File: config.mk
export PLATFORM = sky130hd
export DESIGN_NAME = mem_image_loader_flat
export DESIGN_NICKNAME = d
export VERILOG_FILES = /design/src/rtl/mem_image_loader_pkg.sv /design/src/rtl/mem_image_loader_if.sv /design/src/rtl/mem_image_loader_word_asm.sv /design/src/rtl/mem_image_loader.sv /design/src/flat_wrapper.sv
export SDC_FILE = /design/constraint.sdc
export NUM_CORES = 1
export LEC_CHECK = 0
export CAP_MARGIN = 20
export CELL_PAD_IN_SITES_DETAIL_PLACEMENT = 1
export CELL_PAD_IN_SITES_GLOBAL_PLACEMENT = 1
export CORE_MARGIN = 2
export CORE_UTILIZATION = 44
export CTS_CLUSTER_SIZE = 28
export DETAILED_ROUTE_END_ITERATION = 10
export PLACE_DENSITY_LB_ADDON = 0.08
export SLEW_MARGIN = 20
export SYNTH_ARGS = -nofsm -noshare
export SYNTH_HDL_FRONTEND = slang
export SYNTH_SLANG_ARGS = --single-unit
export TNS_END_PERCENT = 5
File: constraint.sdc
create_clock -name clk -period 4.4 [get_ports clk]
set_clock_uncertainty 0.2 [all_clocks]
set_input_delay 0.88 -clock clk [delete_from_list [all_inputs] [get_ports clk]]
set_output_delay 0.88 -clock clk [all_outputs]
set_load 0.005 [all_outputs]
File: src/rtl/mem_image_loader_pkg.sv
// Shared definitions for the memory image loader: FSM states, frame markers, TGT byte layout.
package mem_image_loader_pkg;

  localparam logic [7:0] SYNC_BYTE_DEFAULT = 8'hA5;

  // TGT byte layout: bit 0 picks the memory, bit 7 flags the last frame, the rest are reserved.
  localparam int unsigned TGT_SEL_BIT   = 0;
  localparam int unsigned TGT_LAST_BIT  = 7;
  localparam logic [7:0]  TGT_RSVD_MASK = 8'h7E;

  typedef enum logic [2:0] {
    StIdle,
    StTgt,
    StAddr,
    StCnt,
    StData,
    StCsum,
    StDone,
    StErr
  } state_e;

  // A TGT byte is acceptable only when all reserved bits are clear.
  function automatic logic tgt_valid(logic [7:0] tgt);
    return (tgt & TGT_RSVD_MASK) == 8'h00;
  endfunction

endpackage

File: src/rtl/mem_image_loader_if.sv
// Byte stream input plus memory word-write port of the image loader.
// master: the loader side (accepts bytes, drives the memory port); slave: link/memory side.
interface mem_image_loader_if #(
  parameter int unsigned ADDR_W = 32
);

  logic              in_valid;
  logic [7:0]        in_data;
  logic              in_ready;
  logic              mem_sel;
  logic [ADDR_W-1:0] mem_addr;
  logic [31:0]       mem_wdata;
  logic              mem_we;

  modport master (
    input  in_valid,
    input  in_data,
    output in_ready,
    output mem_sel,
    output mem_addr,
    output mem_wdata,
    output mem_we
  );

  modport slave (
    output in_valid,
    output in_data,
    input  in_ready,
    input  mem_sel,
    input  mem_addr,
    input  mem_wdata,
    input  mem_we
  );

endinterface

File: src/rtl/mem_image_loader_word_asm.sv
// Big-endian word assembler: shifts data bytes in MSB first and flags the 4th byte of each word.
module mem_image_loader_word_asm (
  input  logic        clk,
  input  logic        rst,
  input  logic        clr_i,
  input  logic        byte_valid_i,
  input  logic [7:0]  byte_data_i,
  output logic        word_valid_o,
  output logic [31:0] word_o
);

  logic [1:0]  byte_cnt_q, byte_cnt_d;
  logic [23:0] shift_q, shift_d;

  // The word completes on the transfer of its 4th byte; the caller registers it.
  assign word_valid_o = byte_valid_i && (byte_cnt_q == 2'd3);
  assign word_o       = {shift_q, byte_data_i};

  // Next-state for byte position and the three leading bytes of the word.
  always_comb begin
    byte_cnt_d = byte_cnt_q;
    shift_d    = shift_q;
    if (clr_i) begin
      byte_cnt_d = 2'd0;
    end else if (byte_valid_i) begin
      byte_cnt_d = byte_cnt_q + 2'd1;
      shift_d    = {shift_q[15:0], byte_data_i};
    end
  end

  // State registers with synchronous reset.
  always_ff @(posedge clk) begin
    if (rst) begin
      byte_cnt_q <= 2'd0;
      shift_q    <= 24'd0;
    end else begin
      byte_cnt_q <= byte_cnt_d;
      shift_q    <= shift_d;
    end
  end

endmodule

File: src/rtl/mem_image_loader.sv
// Memory image loader: parses framed byte stream, writes big-endian words to instr/data memory,
// keeps the core in reset until the last frame commits with a good checksum.
module mem_image_loader
  import mem_image_loader_pkg::*;
#(
  parameter logic [7:0]  SYNC_BYTE = SYNC_BYTE_DEFAULT,
  parameter int unsigned CNT_W     = 16,
  parameter int unsigned ADDR_W    = 32
) (
  input  logic                clk,
  input  logic                rst,
  mem_image_loader_if.master  bus,
  output logic                core_rst,
  output logic                done,
  output logic                err
);

  state_e            state_q, state_d;
  logic              last_q, last_d;
  logic              sel_q, sel_d;
  logic [ADDR_W-1:0] addr_q, addr_d;
  logic [CNT_W-1:0]  words_left_q, words_left_d;
  logic [1:0]        idx_q, idx_d;
  logic [7:0]        csum_q, csum_d;
  logic              mem_we_q, mem_we_d;
  logic [ADDR_W-1:0] mem_addr_q, mem_addr_d;
  logic [31:0]       mem_wdata_q, mem_wdata_d;

  logic              in_ready;
  logic              xfer;
  logic [7:0]        in_byte;
  logic              word_valid;
  logic [31:0]       word;

  assign in_ready = (state_q != StDone);
  assign xfer     = bus.in_valid && in_ready;
  assign in_byte  = bus.in_data;

  assign bus.in_ready  = in_ready;
  assign bus.mem_sel   = sel_q;
  assign bus.mem_addr  = mem_addr_q;
  assign bus.mem_wdata = mem_wdata_q;
  assign bus.mem_we    = mem_we_q;

  // Core release and sticky status follow directly from the terminal states.
  assign done     = (state_q == StDone);
  assign core_rst = (state_q != StDone);
  assign err      = (state_q == StErr);

  // Assembler only sees payload bytes; its position is cleared outside the payload.
  mem_image_loader_word_asm u_word_asm (
    .clk          (clk),
    .rst          (rst),
    .clr_i        (state_q != StData),
    .byte_valid_i (xfer && (state_q == StData)),
    .byte_data_i  (in_byte),
    .word_valid_o (word_valid),
    .word_o       (word)
  );

  // Frame parser: next state, header fields, running checksum and write strobe.
  always_comb begin
    state_d      = state_q;
    last_d       = last_q;
    sel_d        = sel_q;
    addr_d       = addr_q;
    words_left_d = words_left_q;
    idx_d        = idx_q;
    csum_d       = csum_q;
    mem_we_d     = 1'b0;
    mem_addr_d   = mem_addr_q;
    mem_wdata_d  = mem_wdata_q;

    unique case (state_q)
      StIdle: begin
        if (xfer && (in_byte == SYNC_BYTE)) begin
          state_d = StTgt;
          csum_d  = 8'h00;
        end
      end
      StTgt: begin
        if (xfer) begin
          csum_d       = csum_q ^ in_byte;
          sel_d        = in_byte[TGT_SEL_BIT];
          last_d       = in_byte[TGT_LAST_BIT];
          idx_d        = 2'd0;
          words_left_d = '0;
          state_d      = tgt_valid(in_byte) ? StAddr : StErr;
        end
      end
      StAddr: begin
        if (xfer) begin
          csum_d = csum_q ^ in_byte;
          addr_d = {addr_q[ADDR_W-9:0], in_byte};
          idx_d  = idx_q + 2'd1;
          if (idx_q == 2'd3) begin
            idx_d   = 2'd0;
            state_d = (in_byte[1:0] != 2'b00) ? StErr : StCnt;
          end
        end
      end
      StCnt: begin
        if (xfer) begin
          csum_d       = csum_q ^ in_byte;
          words_left_d = {words_left_q[CNT_W-9:0], in_byte};
          idx_d        = idx_q + 2'd1;
          if (idx_q == 2'd1) begin
            idx_d   = 2'd0;
            state_d = (words_left_d == '0) ? StCsum : StData;
          end
        end
      end
      StData: begin
        if (xfer) begin
          csum_d = csum_q ^ in_byte;
        end
        if (word_valid) begin
          mem_we_d     = 1'b1;
          mem_addr_d   = addr_q;
          mem_wdata_d  = word;
          addr_d       = addr_q + ADDR_W'(4);
          words_left_d = words_left_q - CNT_W'(1);
          if (words_left_q == CNT_W'(1)) begin
            state_d = StCsum;
          end
        end
      end
      StCsum: begin
        if (xfer) begin
          if (in_byte != csum_q) begin
            state_d = StErr;
          end else begin
            state_d = last_q ? StDone : StIdle;
          end
        end
      end
      StDone, StErr: begin
        // Terminal until reset.
      end
      default: begin
        state_d = StErr;
      end
    endcase
  end

  // State and output registers; reset aborts any frame in progress.
  always_ff @(posedge clk) begin
    if (rst) begin
      state_q      <= StIdle;
      last_q       <= 1'b0;
      sel_q        <= 1'b0;
      addr_q       <= '0;
      words_left_q <= '0;
      idx_q        <= 2'd0;
      csum_q       <= 8'h00;
      mem_we_q     <= 1'b0;
      mem_addr_q   <= '0;
      mem_wdata_q  <= 32'h0;
    end else begin
      state_q      <= state_d;
      last_q       <= last_d;
      sel_q        <= sel_d;
      addr_q       <= addr_d;
      words_left_q <= words_left_d;
      idx_q        <= idx_d;
      csum_q       <= csum_d;
      mem_we_q     <= mem_we_d;
      mem_addr_q   <= mem_addr_d;
      mem_wdata_q  <= mem_wdata_d;
    end
  end

endmodule

File: src/flat_wrapper.sv
// flat-port wrapper written by rule: the top's interface ports become plain ports
module mem_image_loader_flat import mem_image_loader_pkg::*;
#(
  parameter logic [7:0]  SYNC_BYTE = SYNC_BYTE_DEFAULT,
  parameter int unsigned CNT_W     = 16,
  parameter int unsigned ADDR_W    = 32
)
  (clk, rst, core_rst, done, err, bus_in_valid, bus_in_data, bus_in_ready, bus_mem_sel, bus_mem_addr, bus_mem_wdata, bus_mem_we);
  mem_image_loader_if #(.ADDR_W(ADDR_W)) bus_i ();
  input  logic clk;
  input  logic rst;
  output logic core_rst;
  output logic done;
  output logic err;
  input wire logic [$bits(bus_i.in_valid)-1:0] bus_in_valid;
  input wire logic [$bits(bus_i.in_data)-1:0] bus_in_data;
  output wire logic [$bits(bus_i.in_ready)-1:0] bus_in_ready;
  output wire logic [$bits(bus_i.mem_sel)-1:0] bus_mem_sel;
  output wire logic [$bits(bus_i.mem_addr)-1:0] bus_mem_addr;
  output wire logic [$bits(bus_i.mem_wdata)-1:0] bus_mem_wdata;
  output wire logic [$bits(bus_i.mem_we)-1:0] bus_mem_we;
  assign bus_i.in_valid = bus_in_valid;
  assign bus_i.in_data = bus_in_data;
  assign bus_in_ready = bus_i.in_ready;
  assign bus_mem_sel = bus_i.mem_sel;
  assign bus_mem_addr = bus_i.mem_addr;
  assign bus_mem_wdata = bus_i.mem_wdata;
  assign bus_mem_we = bus_i.mem_we;
  mem_image_loader #(.SYNC_BYTE(SYNC_BYTE), .CNT_W(CNT_W), .ADDR_W(ADDR_W)) u_core (.clk(clk), .rst(rst), .bus(bus_i), .core_rst(core_rst), .done(done), .err(err));
endmodule
==> impl_metrics.tcl, run 1 <==
set metrics [dict create \
    clk_pin_slew_worst_paths_ns 0.07 \
    final_common_cell "nand2_1" \
    syn_avg_cell_area_um2 7.497 \
    fin_setup_tns_ns 0 \
    cp-end-kind "register" \
    routedWlPerCell_um 18.01 \
    dr_total_vias 6974 \
    hold_viol 0 \
    synthFlopType "dfxtp_1" \
    crit_fanout 21 \
    die_x_um 131.7 \
    syn-num-nets 975 \
    fin_crit_ns 3.048 \
    syn_area_um2 7174 \
    setup_violations 0 \
    crit_path_start_kind "input port" \
    ant_nets 0 \
    max_clock_freq_mhz 328.1 \
    powerDensity_nw_per_um2 468.1 \
    place_area_um2 7981 \
    combPwrFrac 0.219 \
    syn2layout_area_growth_pct 19.74 \
    grt_max_degree 91 \
    htree_levels 4 \
    cts_resized 0 \
    reg2reg_from "u_core.state_q[2]" \
    yosysUniqueCellTypes 61 \
    gr-total-overflow 0 \
    cts_root_buf "clkbuf_16" \
    syn_inst 957 \
    tightest_slew_ns 1.003 \
    ys_ff_latch 154 \
    portBuffers 80 \
    routabilityCongestion 0.8291 \
    p_int_w 0.002692 \
    maxSlewHeadroom 0.3312 \
    outcome "finished clean" \
    finalCritPeriodShare 0.6927 \
    clkSinkCount 154 \
    vias_per_cell 5.740 \
    report.final.slew_viol_count 0 \
    yosysSeqAreaShare 0.4297 \
    core_um2 15890 \
    p_leak_nw 2.862 \
    max_cap_violations 0 \
    dr.first_iter.drc_count 372 \
    rr_worst_depth 5 \
    drive_above_1_share 0.06206 \
    insertion_delay_ns 0.43 \
    worstHoldEndpoint "u_core.bus.mem_wdata[29]" \
    wl_um 21890 \
    switching_power_w 0.001330 \
    layout.nets 1005 \
    dp_hpwl_um 14380 \
    p_seq_frac 0.405 \
    ios 81 \
    rr_endpoint "u_core.bus.mem_addr[9]" \
    synth_edf_count 0 \
    final_cell_mix "nand2_1 (245), dfxtp_1 (154), a21oi_1 (138)" \
    drt-pass1-iter-count 5 \
    post-route-cell-area_um2 8591 \
    grt_pass1_wl_um 36160 \
    utilization 0.5408 \
    holdPathStages 2 \
    dieArea_um2 17340 \
    cp.required_ns 4.53 \
    arrival_ns 3.18 \
    cts_setup_buffers 0 \
    track_usage 0.2545 \
    rsz0062_at_grt "no" \
    cts_tree "yes" \
    cts_buffers 17 \
    hold_class "reg2reg" \
    switching_share 0.3307 \
    ys_async_sr_fraction 0 \
    clockBufferDepth 2 \
    drc 0 \
    initial_utilization 0.4516 \
    antenna-diode-count 0 \
    yosysWarnings 0 \
    ff2ff_setup_slack_ns 1.41 \
    p_clk_frac 0.376 \
    vdd_drop_max_mv 0.2659 \
    cts_hold_buf 0 \
    grt_antenna_before_repair 0 \
    die_h_um 131.7 \
    placementRows 46 \
    crit_type "in2reg" \
    min_from "u_core.u_word_asm.shift_q[21]" \
    grt_pass1_vias 7145 \
]
[cell usage after synthesis, types with 7 or more instances]
| master | instances | share of area |
|---|---|---|
| nand2_1 | 246 | 0.13 |
| dfxtp_1 | 154 | 0.43 |
| a21oi_1 | 138 | 0.096 |
| nor2_1 | 72 | 0.038 |
| clkbuf_1 | 59 | 0.031 |
| o21ai_0 | 39 | 0.027 |
| nand3_1 | 28 | 0.020 |
| nor3_1 | 25 | 0.017 |
| nor4_1 | 13 | 0.011 |
| a22oi_1 | 12 | 0.013 |
| buf_2 | 11 | 0.0077 |
| nand4_1 | 11 | 0.0096 |
| o21a_1 | 11 | 0.012 |
| xor2_1 | 11 | 0.013 |
| a211oi_1 | 9 | 0.0094 |
| o31ai_1 | 8 | 0.0084 |
| a31oi_1 | 7 | 0.0061 |
| and3_1 | 7 | 0.0061 |
| ha_1 | 7 | 0.012 |
| nor2b_1 | 7 | 0.0061 |
[power by group through the flow]
stage | logic, W | clock network (W) | registers [W]
after floorplan | 0.000729 | 0 | 0.00157
after global placement | 0.000823 | 0 | 0.00165
after detailed placement | 0.000870 | 0 | 0.00165
after CTS | 0.000881 | 0.00154 | 0.00162
after global routing | 0.000995 | 0.00159 | 0.00164
final | 0.000882 | 0.00151 | 0.00163
[logic make-up (layout without fill, tap and decap cells)]
logic type      count (synthesis)  count (layout)  share of synthesized area
simple gates                  441             441                     0.2775
compound gates                252             252                     0.2037
flops                         154             154                     0.4297
buf+inv                        89             131                    0.05947
xor+xnor                       12              12                    0.01465
fa+ha+maj                       7               7                    0.01221
mux                             2               2                   0.002790
[state kept, by name, summed over array words and instances, names as in the netlist]
signal,flops
u_core.csum_q,8
u_core.last_q,1
u_core.state_q,3
u_core.u_word_asm.byte_cnt_q,2
u_core.words_left_q,16
u_core.addr_q,32
u_core.bus.mem_sel,1
u_core.bus.mem_addr,32
u_core.u_word_asm.shift_q,24
u_core.idx_q,2
u_core.bus.mem_we,1
u_core.bus.mem_wdata,32
[layout make-up]
class,count,area [µm²]
clock buffer,17,425.4
tap,216,270.3
sequential,154,3083
timing repair buffer,94,928.4
fill,1985,7295
multi-input combinational,714,3677
clock inverter,14,183.9
inverter,6,22.52
[through the flow]
stage | hold WS [ns] | instances | setup WS, ns | total power [W]
finish | 0.2525 | 1215 | 1.352 | 0.004022
floorplan | 0.2321 | 957 | 1.978 | 0.002302
CTS | 0.2558 | 1215 | 1.351 | 0.004042
detailed placement | 0.2458 | 1184 | 0.9099 | 0.002523
global placement | 0.2412 | 1184 | 1.098 | 0.002469
global route | 0.2755 | 1215 | 1.209 | 0.004229
[per-layer routing]
| layer | wire [µm] | track usage | vias to the layer above |
|---|---|---|---|
| met1 | 9557 | 0.3095 | 3437 |
| li1 | - | - | 3361 |
| met5 | 0 | 0 | - |
| met3 | 735 | 0.04784 | 35 |
| met2 | 11170 | 0.4491 | 141 |
| met4 | 418 | 0.08877 | 0 |
[critical path, cell delays in order]
cell and delay [ns]:
clkdlybuf4s50_1 0.45, buf_4 0.19, nor2b_1 0.33, o21ai_1 0.20
nor2_4 0.53, buf_4 0.31, nand2_1 0.09, a21oi_1 0.18
[how the worst max path moves through the flow]
stage / start / to / slack [ns] / depth (start not counted)
floorplan: bus_in_data[1] / u_core.csum_q[6] / 1.98 / 6
global placement: bus_in_valid / u_core.bus.mem_wdata[0] / 1.10 / 8
detailed placement: bus_in_valid / u_core.bus.mem_addr[9] / 0.91 / 8
CTS: u_core.state_q[2] / done / 1.35 / 4
global route: bus_in_valid / u_core.bus.mem_addr[9] / 1.21 / 8
finish: bus_in_valid / u_core.bus.mem_addr[9] / 1.35 / 8
Power figures use the tool's default switching activity.
==> run 2: changes to the inputs <==
--- a/config.mk
+++ b/config.mk
@@ -9,7 +9,7 @@
 export CELL_PAD_IN_SITES_DETAIL_PLACEMENT = 1
 export CELL_PAD_IN_SITES_GLOBAL_PLACEMENT = 1
 export CORE_MARGIN = 2
-export CORE_UTILIZATION = 44
+export CORE_UTILIZATION = 37
 export CTS_CLUSTER_SIZE = 28
 export DETAILED_ROUTE_END_ITERATION = 10
 export PLACE_DENSITY_LB_ADDON = 0.08
==> constraint.sdc (replaced) <==
create_clock -name clk -period 2.6 [get_ports clk]
set_clock_uncertainty 0.2 [all_clocks]
set_input_delay 0.52 -clock clk [delete_from_list [all_inputs] [get_ports clk]]
set_output_delay 0.52 -clock clk [all_outputs]
set_load 0.005 [all_outputs]
==> impl_metrics.tcl, run 2 (synthesis gave the netlist of run 1 again) <==
set metrics [dict create \
    grt_pass1_vias 7010 \
    antenna-diode-count 0 \
    htree_levels 4 \
    crit_fanout 14 \
    hold_class "reg2reg" \
    clk_pin_slew_worst_paths_ns 0.07 \
    min_from "u_core.bus.mem_wdata[30]" \
    syn2layout_area_growth_pct 26.44 \
    dr.first_iter.drc_count 304 \
    vdd_drop_max_mv 0.4993 \
    dp_hpwl_um 15050 \
    crit_path_start_kind "register" \
    tightest_slew_ns 0.7213 \
    drive_above_1_share 0.1128 \
    powerDensity_nw_per_um2 753.7 \
    fin_setup_tns_ns 0 \
    cts_root_buf "clkbuf_16" \
    wl_um 21850 \
    cts_buffers 17 \
    finalCritPeriodShare 0.9679 \
    rr_worst_depth 6 \
    cts_tree "yes" \
    reg2reg_from "u_core.addr_q[5]" \
    track_usage 0.2200 \
    cp-startpoint "u_core.state_q[1]" \
    cts_resized 0 \
    insertion_delay_ns 0.43 \
    endpoint "err" \
    routedWlPerCell_um 16.62 \
    rsz0062_at_grt "no" \
    layout.nets 1060 \
    vias_per_cell 5.251 \
    drc 0 \
    place_area_um2 8503 \
    grt_max_degree 53 \
    dieArea_um2 20520 \
    gr-total-overflow 0 \
    max_clock_freq_mhz 397.4 \
    setup_violations 0 \
    crit_type "reg2out" \
    routabilityCongestion 0.8428 \
    drt-pass1-iter-count 4 \
    hold_viol 0 \
    max_cap_violations 0 \
    clockBufferDepth 2 \
    cp-end-kind "output port" \
    rr_endpoint "u_core.addr_q[31]" \
    placementRows 50 \
    ant_nets 0 \
    report.final.slew_viol_count 0 \
    die_x_um 143.3 \
    arrival_ns 1.80 \
    final_cell_mix "nand2_1 (245), dfxtp_1 (154), a21oi_1 (138)" \
    p_leak_nw 3.156 \
    die_h_um 143.3 \
    core_um2 18890 \
    outcome "finished clean" \
    utilization 0.4801 \
    initial_utilization 0.3797 \
    ios 81 \
    grt_antenna_before_repair 0 \
    post-route-cell-area_um2 9071 \
    final_common_cell "nand2_1" \
    portBuffers 80 \
    clkSinkCount 154 \
    dr_total_vias 6905 \
    cts_hold_buf 0 \
    cp.required_ns 1.88 \
    cts_setup_buffers 0 \
    fin_crit_ns 2.517 \
    nFillCells 2365 \
    grt_pass1_wl_um 36090 \
    maxSlewHeadroom 0.5159 \
    ff2ff_setup_slack_ns 0.15 \
]
## run 2: cell count changes in the layout (fill, tap and decap cells not counted)
cell        previous run  this run
clkinvlp_4             4         2
o21ai_1                2         1
o21ai_2                0         1
clkinv_4               1         0
buf_12                 2         6
inv_8                  1         7
clkinv_2               0         1
bufinv_16              3         0
buf_4                 13        64
## run 2: layout make-up
class	instances	area, µm²	area share
Inverter	6	22.52	0.002483
Sequential cell	154	3083	0.3399
Multi-Input combinational cell	714	3681	0.4058
Timing Repair Buffer	149	1391	0.1534
Clock buffer	17	425.4	0.04690
Tap cell	260	325.3	0.03586
Clock inverter	15	142.6	0.01572
## run 2: metal layers
metal	GRT usage	share of wire	vias up
met5	0	0	-
met2	0.3737	0.47	89
met3	0.02985	0.027	11
met1	0.2937	0.49	3337
met4	0.05934	0.0065	0
li1	-	-	3468
## run 2: worst min-delay path by stage
stage,slack [ns],endpoint,cells past startpoint
after floorplan,0.23,u_core.bus.mem_wdata[24],2
after global routing,0.27,u_core.addr_q[11],2
after global placement,0.24,u_core.bus.mem_addr[5],2
after detailed placement,0.25,u_core.bus.mem_addr[9],2
final,0.25,u_core.bus.mem_wdata[30],2
after CTS,0.25,u_core.addr_q[11],2
## run 2: stage by stage
stage	total power [W]	hold WS [ns]	worst slack (ns)	std cells
4_1_cts	0.006896	0.2522	0.08330	1315
5_1_grt	0.007224	0.2710	0.01512	1315
2_1_floorplan	0.003896	0.2321	0.3865	957
6_report	0.006837	0.2540	0.08339	1315
3_3_place_gp	0.004430	0.2425	0.02711	1283
3_5_place_dp	0.004447	0.2475	0.06419	1283
## run 2: worst max-delay path, cell delays in order, from the launching register on
cell,delay [ns]
dfxtp_1,0.45
buf_4,0.24
and3_1,0.17
clkdlybuf4s50_1,0.51
## run 2: where the power goes
group	switching, W	total, W	internal [W]
clock	0.00115	0.00243	0.00128
sequential	0.000150	0.00265	0.00250
combinational	0.00109	0.00176	0.000669
==> run 3: changes to the inputs <==
--- a/config.mk
+++ b/config.mk
@@ -8,7 +8,7 @@
 export CAP_MARGIN = 20
 export CELL_PAD_IN_SITES_DETAIL_PLACEMENT = 1
 export CELL_PAD_IN_SITES_GLOBAL_PLACEMENT = 1
-export CORE_MARGIN = 2
+export CORE_MARGIN = 3
 export CORE_UTILIZATION = 37
 export CTS_CLUSTER_SIZE = 28
 export DETAILED_ROUTE_END_ITERATION = 10
==> impl_metrics.tcl, run 3 (synthesis gave the netlist of run 1 again) <==
set metrics [dict create \
    outcome "finished clean" \
    nFillCells 2346 \
    cp-startpoint "u_core.state_q[2]" \
    fin_ws_ns 0.1488 \
    critPathMaxStageDelay_ns 0.50 \
    post-route-cell-area_um2 9112 \
    grt_pass1_wl_um 36960 \
    portBuffers 80 \
    dp_cells 1283 \
    arrival_ns 1.73 \
    final_cell_mix "nand2_1 (245), dfxtp_1 (154), a21oi_1 (138)" \
    layout.nets 1060 \
    crit_chain "buf_6 -> nor2b_1 -> nand2_1 -> inv_1 -> clkdlybuf4s50_1" \
    cp.required_ns 1.88 \
    rr_worst_depth 7 \
    dr.first_iter.drc_count 288 \
    drt-pass1-iter-count 4 \
    reg2reg_from "u_core.addr_q[3]" \
    utilization 0.4823 \
    ff2ff_setup_slack_ns 0.30 \
    dieArea_um2 21100 \
    crit_fanout 16 \
    slowest_stage "clkdlybuf4s50_1" \
    powerDensity_nw_per_um2 762.1 \
    cts_root_buf "clkbuf_16" \
    initial_utilization 0.3797 \
    insertion_delay_ns 0.43 \
    endpoint "done" \
    grt_antenna_before_repair 0 \
    gr-total-overflow 0 \
    place_area_um2 8516 \
    finalCritPeriodShare 0.9428 \
    vias_per_cell 5.298 \
    wl_um 22210 \
    pre_cts_ws_ns -0.005432 \
    report.final.slew_viol_count 0 \
    track_usage 0.2113 \
    routabilityCongestion 0.8415 \
    drc 0 \
    grt_max_degree 43 \
    die_x_um 145.3 \
    grt_pass1_vias 7017 \
    crit_path_start_kind "register" \
    dr_total_vias 6967 \
    routedWlPerCell_um 16.89 \
    cts_buffers 17 \
    hold_class "reg2reg" \
    cp-end-kind "output port" \
    fin_crit_ns 2.451 \
    clockBufferDepth 2 \
    final_common_cell "nand2_1" \
    rsz0062_at_grt "no" \
    antenna-diode-count 0 \
    worst-path-buf-inv 3 \
    core_um2 18890 \
    vdd_drop_max_mv 0.4560 \
    cts_tree "yes" \
    setup_violations 0 \
    max_cap_violations 0 \
    cts_hold_buf 0 \
    clkSinkCount 154 \
    ios 81 \
    p_leak_nw 3.158 \
    max_clock_freq_mhz 408.0 \
    maxSlewHeadroom 0.4790 \
    hold_viol 0 \
    crit_family "buffers and inverters" \
    rr_endpoint "u_core.addr_q[26]" \
    fin_cells 1315 \
    syn2layout_area_growth_pct 27.01 \
    clk_pin_slew_worst_paths_ns 0.07 \
    placementRows 50 \
    dp_hpwl_um 15290 \
    ant_nets 0 \
    htree_levels 4 \
    worst-path-stages 5 \
    crit_type "reg2out" \
    die_h_um 145.3 \
    tightest_slew_ns 0.7762 \
    drive_above_1_share 0.1128 \
]
[run 3: changes by cell type in the layout (fill, tap and decap cells not counted), sizes merged]
| cell | previous run | this run |
|---|---|---|
| bufinv | 0 | 1 |
| inv | 18 | 16 |
| clkinv | 1 | 2 |
[run 3: cell type report]
class / instances / area (µm²) / area share
clock buffer: 17 / 425.4 / 0.04668
sequential: 154 / 3083 / 0.3383
clock inverter: 15 / 167.7 / 0.01840
inverter: 6 / 22.52 / 0.002472
multi-input combinational: 714 / 3681 / 0.4040
tap: 260 / 325.3 / 0.03570
timing repair buffer: 149 / 1408 / 0.1545
[run 3: repair_timing]
| action | 4_1_cts | 5_1_grt |
|---|---|---|
| setup buffers | 0 | 0 |
| gates resized for setup | 0 | 1 |
| setup endpoints to repair | 0 | 1 |
| endpoints found under the hold margin | 0 | 0 |
[run 3: routing by layer]
| layer | routed length, µm | vias to the layer above | global-route usage |
|---|---|---|---|
| met5 | 0 | - | 0 |
| met4 | 255 | 0 | 0.05651 |
| met3 | 557 | 20 | 0.02936 |
| met2 | 10640 | 91 | 0.3573 |
| met1 | 10750 | 3393 | 0.2837 |
| li1 | - | 3463 | - |
[run 3: worst min-delay path: stages (launching register included)]
cell and delay [ns]:
dfxtp_1 0.31, nand2_1 0.05, a21oi_1 0.05
[run 3: power breakdown]
| group | switching [W] | internal, W | leakage, nW |
|---|---|---|---|
| sequential | 0.000133 | 0.00250 | 1.24 |
| clock | 0.00116 | 0.00137 | 0.286 |
| combinational | 0.00111 | 0.000675 | 1.63 |
| total | 0.00240 | 0.00455 | 3.16 |
[run 3: how the worst min path moves through the flow]
stage / start / endpoint / slack [ns] / cells after the start
after global placement: u_core.bus.mem_addr[26] / u_core.bus.mem_addr[26] / 0.24 / 2
after floorplan: u_core.u_word_asm.shift_q[16] / u_core.bus.mem_wdata[24] / 0.23 / 2
after CTS: u_core.bus.mem_wdata[10] / u_core.bus.mem_wdata[10] / 0.26 / 2
after global routing: u_core.bus.mem_addr[15] / u_core.bus.mem_addr[15] / 0.27 / 2
final: u_core.bus.mem_addr[22] / u_core.bus.mem_addr[22] / 0.25 / 2
after detailed placement: u_core.u_word_asm.shift_q[18] / u_core.u_word_asm.shift_q[18] / 0.25 / 2
[run 3: per-stage QoR]
| step | TNS [ns] | total power [W] | hold WS, ns |
|---|---|---|---|
| 2_1_floorplan | 0 | 0.003896 | 0.2321 |
| 3_3_place_gp | 0 | 0.004426 | 0.2428 |
| 3_5_place_dp | -0.005432 | 0.004460 | 0.2470 |
| 4_1_cts | 0 | 0.007009 | 0.2568 |
| 5_1_grt | 0 | 0.007356 | 0.2694 |
| 6_report | 0 | 0.006945 | 0.2531 |
